File: src/rtl/sync_req_arbiter.sv
// Round-robin arbiter for one shared gated datapath: requests are synchronized into d_clk,
// a grant is held while its request stays high, and a watchdog revokes grants held too long.
module sync_req_arbiter #(
  parameter int N_REQ       = 4,
  parameter int SYNC_STAGES = 2,
  parameter int MAX_HOLD    = 16
) (
  input  logic                     d_clk,
  input  logic                     d_rst_n,
  input  logic [N_REQ-1:0]         req_async,
  input  logic                     enable,
  output logic [N_REQ-1:0]         grant,
  output logic                     grant_valid,
  output logic [$clog2(N_REQ)-1:0] grant_id,
  output logic                     busy,
  output logic                     timeout
);

  localparam int ID_W  = $clog2(N_REQ);
  localparam int CNT_W = (MAX_HOLD > 2) ? $clog2(MAX_HOLD) : 1;
  localparam logic [CNT_W-1:0] HOLD_LAST = CNT_W'((MAX_HOLD > 0) ? MAX_HOLD - 1 : 0);
  localparam logic [ID_W-1:0]  ID_LAST   = ID_W'(N_REQ - 1);

  typedef enum logic [1:0] {
    S_IDLE,
    S_GRANT,
    S_RELEASE
  } state_t;

  state_t                   state_q, state_d;
  logic [SYNC_STAGES-1:0][N_REQ-1:0] sync_q;
  logic [N_REQ-1:0]         req_sync;
  logic [N_REQ-1:0]         block_q, block_d;
  logic [N_REQ-1:0]         eligible;
  logic [N_REQ-1:0]         grant_d;
  logic [ID_W-1:0]          grant_id_d;
  logic [ID_W-1:0]          rr_ptr_q, rr_ptr_d;
  logic [ID_W-1:0]          pick_idx, scan_idx;
  logic                     pick_found;
  logic [CNT_W-1:0]         hold_q, hold_d;
  logic                     timeout_d;

  function automatic logic [CNT_W-1:0] sat_inc(input logic [CNT_W-1:0] v);
    return (v == {CNT_W{1'b1}}) ? v : v + 1'b1;
  endfunction

  function automatic logic [ID_W-1:0] wrap_inc(input logic [ID_W-1:0] v);
    return (v == ID_LAST) ? '0 : v + 1'b1;
  endfunction

  // synchronizer stage boundary: only the last stage is visible to arbitration
  always_ff @(posedge d_clk or negedge d_rst_n) begin
    if (!d_rst_n) begin
      sync_q <= '0;
    end else begin
      sync_q[0] <= req_async;
      for (int s = 1; s < SYNC_STAGES; s++) begin
        sync_q[s] <= sync_q[s-1];
      end
    end
  end

  assign req_sync = sync_q[SYNC_STAGES-1];
  assign eligible = req_sync & ~block_q;

  always_comb begin
    pick_found = 1'b0;
    pick_idx   = '0;
    scan_idx   = '0;
    for (int k = 0; k < N_REQ; k++) begin
      scan_idx = ID_W'((int'(rr_ptr_q) + k) % N_REQ);
      if (!pick_found && eligible[scan_idx]) begin
        pick_found = 1'b1;
        pick_idx   = scan_idx;
      end
    end
  end

  always_comb begin
    state_d    = state_q;
    grant_d    = grant;
    grant_id_d = grant_id;
    hold_d     = hold_q;
    timeout_d  = 1'b0;
    rr_ptr_d   = rr_ptr_q;
    // a block lifts as soon as its synchronized request is seen low
    block_d    = block_q & req_sync;
    case (state_q)
      S_IDLE: begin
        if (enable && pick_found) begin
          grant_d           = '0;
          grant_d[pick_idx] = 1'b1;
          grant_id_d        = pick_idx;
          hold_d            = '0;
          state_d           = S_GRANT;
        end
      end
      S_GRANT: begin
        hold_d = sat_inc(hold_q);
        if (!req_sync[grant_id]) begin
          grant_d = '0;
          state_d = S_RELEASE;
        end else if ((MAX_HOLD != 0) && (hold_q == HOLD_LAST)) begin
          grant_d           = '0;
          timeout_d         = 1'b1;
          block_d[grant_id] = 1'b1;
          state_d           = S_RELEASE;
        end
      end
      S_RELEASE: begin
        grant_d  = '0;
        rr_ptr_d = wrap_inc(grant_id);
        state_d  = S_IDLE;
      end
      default: begin
        grant_d = '0;
        state_d = S_IDLE;
      end
    endcase
  end

  // arbitration state boundary: all outputs except busy are registered here
  always_ff @(posedge d_clk or negedge d_rst_n) begin
    if (!d_rst_n) begin
      state_q     <= S_IDLE;
      grant       <= '0;
      grant_valid <= 1'b0;
      grant_id    <= '0;
      timeout     <= 1'b0;
      hold_q      <= '0;
      block_q     <= '0;
      rr_ptr_q    <= '0;
    end else begin
      state_q     <= state_d;
      grant       <= grant_d;
      grant_valid <= |grant_d;
      grant_id    <= grant_id_d;
      timeout     <= timeout_d;
      hold_q      <= hold_d;
      block_q     <= block_d;
      rr_ptr_q    <= rr_ptr_d;
    end
  end

  assign busy = (state_q != S_IDLE);

endmodule

File: config.mk
export PLATFORM = sky130hd
export DESIGN_NAME = sync_req_arbiter
export DESIGN_NICKNAME = d
export VERILOG_FILES = /design/src/rtl/sync_req_arbiter.sv
export SDC_FILE = /design/constraint.sdc
export NUM_CORES = 1
export LEC_CHECK = 0
export CAP_MARGIN = 0
export CELL_PAD_IN_SITES_DETAIL_PLACEMENT = 0
export CELL_PAD_IN_SITES_GLOBAL_PLACEMENT = 2
export CORE_MARGIN = 2
export CORE_UTILIZATION = 41
export CTS_CLUSTER_DIAMETER = 50
export DETAILED_ROUTE_END_ITERATION = 10
export DONT_BUFFER_PORTS = 1
export GPL_TIMING_DRIVEN = 0
export PLACE_DENSITY_LB_ADDON = 0.12
export RECOVER_POWER = 50
export SLEW_MARGIN = 5
export SYNTH_ARGS = -nofsm -noshare
export SYNTH_HDL_FRONTEND = slang
export SYNTH_SLANG_ARGS = --single-unit
export TNS_END_PERCENT = 50
File: constraint.sdc
create_clock -name d_clk -period 2 [get_ports d_clk]
set_input_delay 0.6 -clock d_clk [delete_from_list [all_inputs] [get_ports d_clk]]
set_output_delay 0.6 -clock d_clk [all_outputs]
set_load 0.02 [all_outputs]
==> flow_summary.toml, run 1 <==
[clock_network]
clk_latency_ns = 0.33
cts_max_level = 1
cts_tree = "built"
path_clk_slew_ns = 0.15
clkSinkCount = 28
cts_root_buffer = "clkbuf_4"
cts_buffer_depth = 2
cts_buffers = 3

[pwr]
vdd_drop_max_mv = 0.4419
power_leakage_nw = 0.6329
power_density_nw_per_um2 = 1294

[worst_setup_path]
cp_max_fo = 7
critPathRequiredTime_ns = 2.20
crit_type = "reg2reg"
r2r_cells = 4
crit_path_end_kind = "flip-flop"
crit_arrival_ns = 1.97
crit_path_start = "grant_id[0]"
start_kind = "flip-flop"
r2r-start = "grant_id[0]"

[yosys]
synth.distinct_cells = 40
syn_nets = 116
yosysTopAreaCellShare = 0.5400
yosysWarnings = 0
synth-main-ff-cell = "dfrtp_1"
yosysTopAreaCell = "dfrtp_1"
synth-seq-cells = 28
syn-cell-area_um2 = 1297
synth.area.top_cells = "dfrtp_1 (54%), ha_1 (4.8%), inv_1 (2.9%)"
synthArstFlopShare = 1.000
avgSynthCellArea_um2 = 12.48
synth_edf_count = 0
yosysSeqAreaShare = 0.5400
netlist_instances = 104

[timing]
setup_ws_ns = 0.2269
setup_tns_ns = 0
hold_ws_ns = 0.2709
finClkSkew_ns = 0.01505
rsz0062_at_grt = "no"
tightestPinTransition_ns = 1.441
hold_viol = 0
fin_crit_sh = 0.8866
slew_viol_final = 0
clock.fmax_mhz = 564.0
relSlewSlack = 0.03907
finalSetupViolations = 0
period_needed_ns = 1.773

[run_status]
outcome = "completed"

[global_route]
grt_max_degree = 29
met2_usage = 0.2174
grt_use_total = 0.1491
use_met3 = 0.04113
met1_usage = 0.2036
busiest_layer = "met2"
antenna_found_initial = 0
grt_pass1_vias = 826
overflow = 0
grt_pass1_wl_mm = 3.898

[layout]
nets = 122
syn2layout_area_growth_pct = 8.679
final_cell_mix = "dfrtp_1 (27), inv_1 (10), nor2_1 (6)"
seq_area_um2 = 701.9
multi_input_area_um2 = 548.0
antenna-diode-count = 0
final_common_cell = "dfrtp_1"
n_fill_cell = 275
drive_gt1_frac = 0.1468

[routing]
drt-total-wl_mm = 2.258
drc = 0
ant_nets = 0
vias = 796
drt_iter0_drc = 48
wire_per_inst_um = 14.76
dr.pass1.iters = 4
vias_per_cell = 5.203

[worst_hold_path]
holdPathStages = 0
min_path_type = "in2reg"
min_from = "req_async[2]"

[floorplanning]
die_h_um = 60.26
die_width_um = 60.26
io_pins = 16
core_um2 = 3028
die-area_um2 = 3631
placementRows = 20
initial_core_util = 0.4285

[placement]
preCtsSetupSlack_ns = 0.1123
place.gp.congestion = 0.7293
io_buffers = 0
place_hpwl_mm = 1.683

[run]
max_cap_viol_count = 0
-- path summary, 6_finish.rpt --
path	to	slack (ns)
worst max-delay path	grant[0]	0.23
worst min-delay path	sync_q[2]	0.27
worst max register to register	grant[0]	0.23
worst min register to register	req_sync[2]	0.37
max in group asynchronous	grant_id[0]	0.47
min in group asynchronous	sync_q[1]	0.57
-- power by group --
group	leakage [nW]	internal (W)	switching (W)	total (W)
registers	0.358	0.000693	0.000225	0.000918
clock network	0.0279	0.000203	0.000163	0.000366
logic	0.247	0.000239	0.000302	0.000542
total	0.633	0.00113	0.000690	0.00182
-- repair_timing --
action                                  4_1_cts  5_1_grt
endpoints found under the setup margin        0        5
hold buffers                                  1        0
gates resized for setup                       0        1
endpoints found under the hold margin        28        0
buffers inserted                              0        0
-- metal layers --
layer,share of wire,vias up
met5,0,-
met4,0.017,0
met3,0.034,5
met2,0.44,15
met1,0.51,386
li1,-,390
-- state kept, by name, summed over array words and instances, names as in the netlist --
name,count
block_q,4
grant,4
hold_q,4
req_sync,4
sync_q,4
grant_id,2
rr_ptr_q,2
state_q,2
grant_valid,1
timeout,1
-- final cells by class --
class | instances | share of cell area
multi-input combinational | 65 | 0.3886
clock inverter | 1 | 0.02130
buffer | 1 | 0.007986
clock buffer | 3 | 0.01597
tap | 44 | 0.03904
timing repair buffer | 1 | 0.002662
inverter | 10 | 0.02662
sequential | 28 | 0.4978
-- kinds of logic after synthesis --
| group | count (synthesis) | synth area share |
|---|---|---|
| compound gates | 28 | 0.1919 |
| flops | 28 | 0.5400 |
| simple gates | 27 | 0.1350 |
| buf+inv | 11 | 0.03761 |
| fa+ha+maj | 5 | 0.04822 |
| mux | 3 | 0.03375 |
| xor+xnor | 2 | 0.01350 |
-- per-stage QoR --
stage               std cells  power (W)  instance area, um2  utilization
global route              153   0.001982                1410       0.4657
CTS                       153   0.001848                1425       0.4707
finish                    153   0.001825                1410       0.4657
detailed placement        148   0.001465                1353       0.4467
global placement          148   0.001456                1353       0.4467
floorplan                 104   0.001331                1297            -
-- critical path: stages, from the launching register on --
cell and delay, ns:
dfrtp_2 0.54, mux4_2 0.55, nor3b_2 0.19, a21oi_2 0.23, o32ai_1 0.14
-- cell usage after synthesis, types with 2 or more instances --
master	count
dfrtp_1	28
inv_1	10
nor2_1	6
ha_1	5
a22o_1	4
nand2_1	4
nand2b_1	4
o32ai_1	4
a21o_1	2
and2b_4	2
nand3_1	2
nor2b_4	2
nor3b_1	2
o21ai_0	2
o2bb2ai_1	2
(Power assumes the default switching activity.)
==> run 2: changes to the inputs <==
- CORE_UTILIZATION: 41 -> 44
- clock period: 2 -> 2.05 ns (I/O delays scaled with it)
==> run 2 against run 1 <==
Setup slack worse by 0.077 ns. Worst hold slack better by 0.022 ns. Critical path type unchanged. Non-clock buffer count unchanged. Clock skew down 0.010 ns. Clock-buffer cell count unchanged. Highest routed layer unchanged. Sequential share of layout area up 0.54 points. Global-route usage up 1.0 points.
==> flow_summary.toml, run 2 (synthesized netlist as in run 1, its figures left out) <==
[pwr]
finalPower_w = 0.001787
power_density_nw_per_um2 = 1283
power_leakage_nw = 0.6342
vdd_drop_max_mv = 0.6866

[timing]
clock.fmax_mhz = 526.2
tightestPinTransition_ns = 1.441
hold_viol = 0
relSlewSlack = 0.03945
setup_tns_ns = 0
rsz0062_at_grt = "no"
period_needed_ns = 1.900
slew_viol_final = 0
fin_crit_sh = 0.9270
finClkSkew_ns = 0.004849
hold_ws_ns = 0.2934
finalSetupViolations = 0

[layout]
syn2layout_area_growth_pct = 7.329
final_area_um2 = 1393
antenna-diode-count = 0
final_cell_mix = "dfrtp_1 (28), inv_1 (10), nor2_1 (6)"
drive_gt1_frac = 0.1376
final_common_cell = "dfrtp_1"
nets = 122

[clock_network]
path_clk_slew_ns = 0.15
cts_buffers = 3
cts_buffer_depth = 2
clk_latency_ns = 0.33
cts_root_buffer = "clkbuf_4"
cts_max_level = 1
clkSinkCount = 28
cts_tree = "built"
post-cts-setup-buffers = 0

[floorplanning]
die_width_um = 58.31
core_um2 = 2781
die_h_um = 58.31
die-area_um2 = 3399
initial_core_util = 0.4665
io_pins = 16
placementRows = 19

[placement]
place_hpwl_mm = 1.708
place_area_um2 = 1336
io_buffers = 0
place.gp.congestion = 0.7787

[routing]
drt-total-wl_mm = 2.350
drt_iter0_drc = 31
ant_nets = 0
vias_per_cell = 5.971
drc = 0
vias = 836
wire_per_inst_um = 16.79
dr.pass1.iters = 6

[worst_setup_path]
crit_type = "reg2reg"
crit_path_end_kind = "flip-flop"
cp_max_fo = 7
start_kind = "flip-flop"
crit_arrival_ns = 2.11
critPathRequiredTime_ns = 2.26

[global_route]
grt_use_total = 0.1591
grt_max_degree = 29
grt_pass1_wl_mm = 3.995
antenna_found_initial = 0
grt_pass1_vias = 813
overflow = 0

[run_status]
outcome = "completed"

[run]
max_cap_viol_count = 0

[worst_hold_path]
min_path_type = "in2reg"
==> run 2: routing by layer <==
layer,track usage,share of wire
met3,0.03736,0.034
met5,0,0
met1,0.2229,0.48
met2,0.2392,0.47
met4,0.06645,0.012
==> run 2: repair_timing <==
item                                    CTS  global route
endpoints found under the setup margin    0             0
endpoints found under the hold margin    28             0
hold buffers                              1             0
resized for setup                         0             0
==> run 2: final timing paths <==
| kind | start | end | slack, ns | cells past startpoint |
|---|---|---|---|---|
| hold / removal | req_async[1] | sync_q[1] | 0.29 | 0 |
| setup reg to reg | grant_id[0] | grant[1] | 0.15 | 4 |
| max in group asynchronous | d_rst_n | grant[0] | 0.62 | 1 |
| hold reg to reg | sync_q[1] | req_sync[1] | 0.37 | 0 |
| setup / recovery | grant_id[0] | grant[1] | 0.15 | 4 |
| min in group asynchronous | d_rst_n | req_sync[3] | 0.59 | 1 |
==> run 2: critical path: stages (launching register included) <==
cell and delay, ns:
dfrtp_1 0.64, mux4_2 0.58, nor3b_2 0.19, a21oi_2 0.23, o32ai_1 0.14
==> run 2: stage by stage <==
stage               cells  setup WS (ns)  utilization
detailed placement    135         0.1641       0.4804
global placement      135         0.1840       0.4804
global route          140        0.04254       0.5007
CTS                   140         0.1369       0.5065
floorplan             104         0.3642            -
finish                140         0.1496       0.5007
==> run 2: area by class of cell <==
type | instances | area, um2
Inverter | 10 | 37.54
Fill cell | 260 | 1389
Timing Repair Buffer | 1 | 3.754
Multi-Input combinational cell | 65 | 548.0
Sequential cell | 28 | 700.7
Clock inverter | 1 | 30.03
Buffer | 1 | 11.26
Tap cell | 31 | 38.79
Clock buffer | 3 | 22.52
==> run 2: where the power goes <==
part / switching [W] / internal [W] / leakage, nW
clock: 0.000163 / 0.000198 / 0.0279
sequential: 0.000226 / 0.000674 / 0.359
combinational: 0.000294 / 0.000234 / 0.247
total: 0.000682 / 0.00111 / 0.634
==> run 3: changes to the inputs <==
- CORE_UTILIZATION: 44 -> 33
==> run 3 against run 2 <==
Power rose by 4.0%. Largest power group unchanged. Worst hold slack got worse by 0.26 ns. Die area rose by 31%. Critical path depth did not move. Setup slack improved by 0.023 ns. Routed wire length rose by 4.7%. Clock-buffer cell count did not move. Register-to-register slack improved by 0.02 ns. Core utilization fell by 11 points. First-iteration DRC count fell by 26%. Combinational power rose by 0.9%.
==> flow_summary.toml, run 3 (synthesized netlist as in run 1, its figures left out) <==
[timing]
tightestPinTransition_ns = 0.6406
relSlewSlack = 0.5715
period_needed_ns = 1.877
setup_tns_ns = 0
rsz0062_at_grt = "no"
slew_viol_final = 0
clock.fmax_mhz = 532.7
fin_crit_sh = 0.9157
hold_viol = 0
finalSetupViolations = 0
setup_ws_ns = 0.1729
finClkSkew_ns = 0.004160

[placement]
io_buffers = 0
place_inst = 152
place_area_um2 = 1358
place.gp.congestion = 0.6771
place_hpwl_mm = 1.836
preCtsSetupSlack_ns = 0.1598

[pwr]
power_density_nw_per_um2 = 1283
power_leakage_nw = 0.6492
p_sw_frac = 0.3697
vdd_drop_max_mv = 0.4348
p_sw_w = 0.0006870
internal_power_w = 0.001171
p_seq_frac = 0.485
finalPower_w = 0.001858
power_frac_clock = 0.229
p_comb_frac = 0.287

[worst_setup_path]
crit_arrival_ns = 2.01
crit_type = "reg2reg"
critPathRequiredTime_ns = 2.19
slowest_delay_ns = 0.62
crit_path_end_kind = "flip-flop"
start_kind = "flip-flop"
slowest_stage = "dfrtp_1"
r2r_cells = 4
cp_cell_sequence = "mux4_2 > nor3b_2 > a21oi_2 > o32ai_1"
cp_max_fo = 7

[clock_network]
cts_tree = "built"
cts_buffer_depth = 2
path_clk_slew_ns = 0.09
clk_latency_ns = 0.27
cts_max_level = 1
post-cts-setup-buffers = 0
clkSinkCount = 28
cts_buffers = 3
cts_root_buffer = "clkbuf_8"

[floorplanning]
die-area_um2 = 4450
core_um2 = 3716
io_pins = 16
placementRows = 22
die_width_um = 66.71
initial_core_util = 0.3492
die_h_um = 66.71

[layout]
drive_gt1_frac = 0.1364
final_common_cell = "dfrtp_1"
final_cells = 158
final_cell_mix = "dfrtp_1 (28), inv_1 (10), nor2_1 (6)"
nets = 123
syn2layout_area_growth_pct = 11.67
final_area_um2 = 1449
antenna-diode-count = 0

[routing]
drt_iter0_drc = 23
dr.pass1.iters = 4
drc = 0
ant_nets = 0
wire_per_inst_um = 15.57
vias_per_cell = 5.089
vias = 804
drt-total-wl_mm = 2.460

[global_route]
grt_max_degree = 29
antenna_found_initial = 0
grt_pass1_wl_mm = 4.008
grt_use_total = 0.1241
overflow = 0
grt_pass1_vias = 825

[run_status]
outcome = "completed"

[run]
max_cap_viol_count = 0

[worst_hold_path]
min_path_type = "in2async"
-- run 3: through the flow --
step / hold WS (ns) / utilization
after floorplan: 0.3194 / -
after global placement: 0.3200 / 0.3653
after detailed placement: 0.3200 / 0.3653
after CTS: 0.008508 / 0.3845
after global routing: 0.006928 / 0.3899
final: 0.02928 / 0.3899
-- run 3: power by group through the flow --
stage                     Sequential (W)  Combinational, W  Clock, W
after floorplan                 0.000860          0.000439         0
final                           0.000901          0.000533  0.000425
after CTS                       0.000907          0.000531  0.000446
after global routing            0.000929          0.000597  0.000469
after global placement          0.000912          0.000518         0
after detailed placement        0.000918          0.000530         0
-- run 3: worst max-delay path: cells and delay by family (launching register included) --
family             cells  cell delay (ns)
DFF                    1             0.62
and+or+nand+nor        1             0.19
AOI/OAI and AO/OA      2             0.36
muxes                  1             0.58
-- run 3: metal layers --
metal | up-vias | global-route usage | wire, um
met3 | 5 | 0.02872 | 83
met2 | 16 | 0.2025 | 1142
met4 | 0 | 0.06122 | 48
li1 | 392 | - | -
met5 | - | 0 | 0
met1 | 391 | 0.1536 | 1185
-- run 3: cell type report --
class | count | area [um2]
Clock buffer | 3 | 41.29
Inverter | 10 | 37.54
Timing Repair Buffer | 2 | 20.02
Buffer | 1 | 11.26
Multi-Input combinational cell | 65 | 548.0
Clock inverter | 1 | 30.03
Sequential cell | 28 | 700.7
Tap cell | 48 | 60.06
Fill cell | 376 | 2267
-- run 3: timing repair --
action / CTS / global route
hold buffers: 0 / 2
hold endpoints to repair: 0 / 15
resized for setup: 0 / 0
-- run 3: final timing paths --
path | start | end | slack [ns]
max | grant_id[0] | grant[1] | 0.17
min | d_rst_n | hold_q[2] | 0.03
max reg2reg | grant_id[0] | grant[1] | 0.17
min reg2reg | sync_q[0] | req_sync[0] | 0.35
max in group asynchronous | d_rst_n | req_sync[3] | 0.85
min in group d_clk | sync_q[0] | req_sync[0] | 0.35
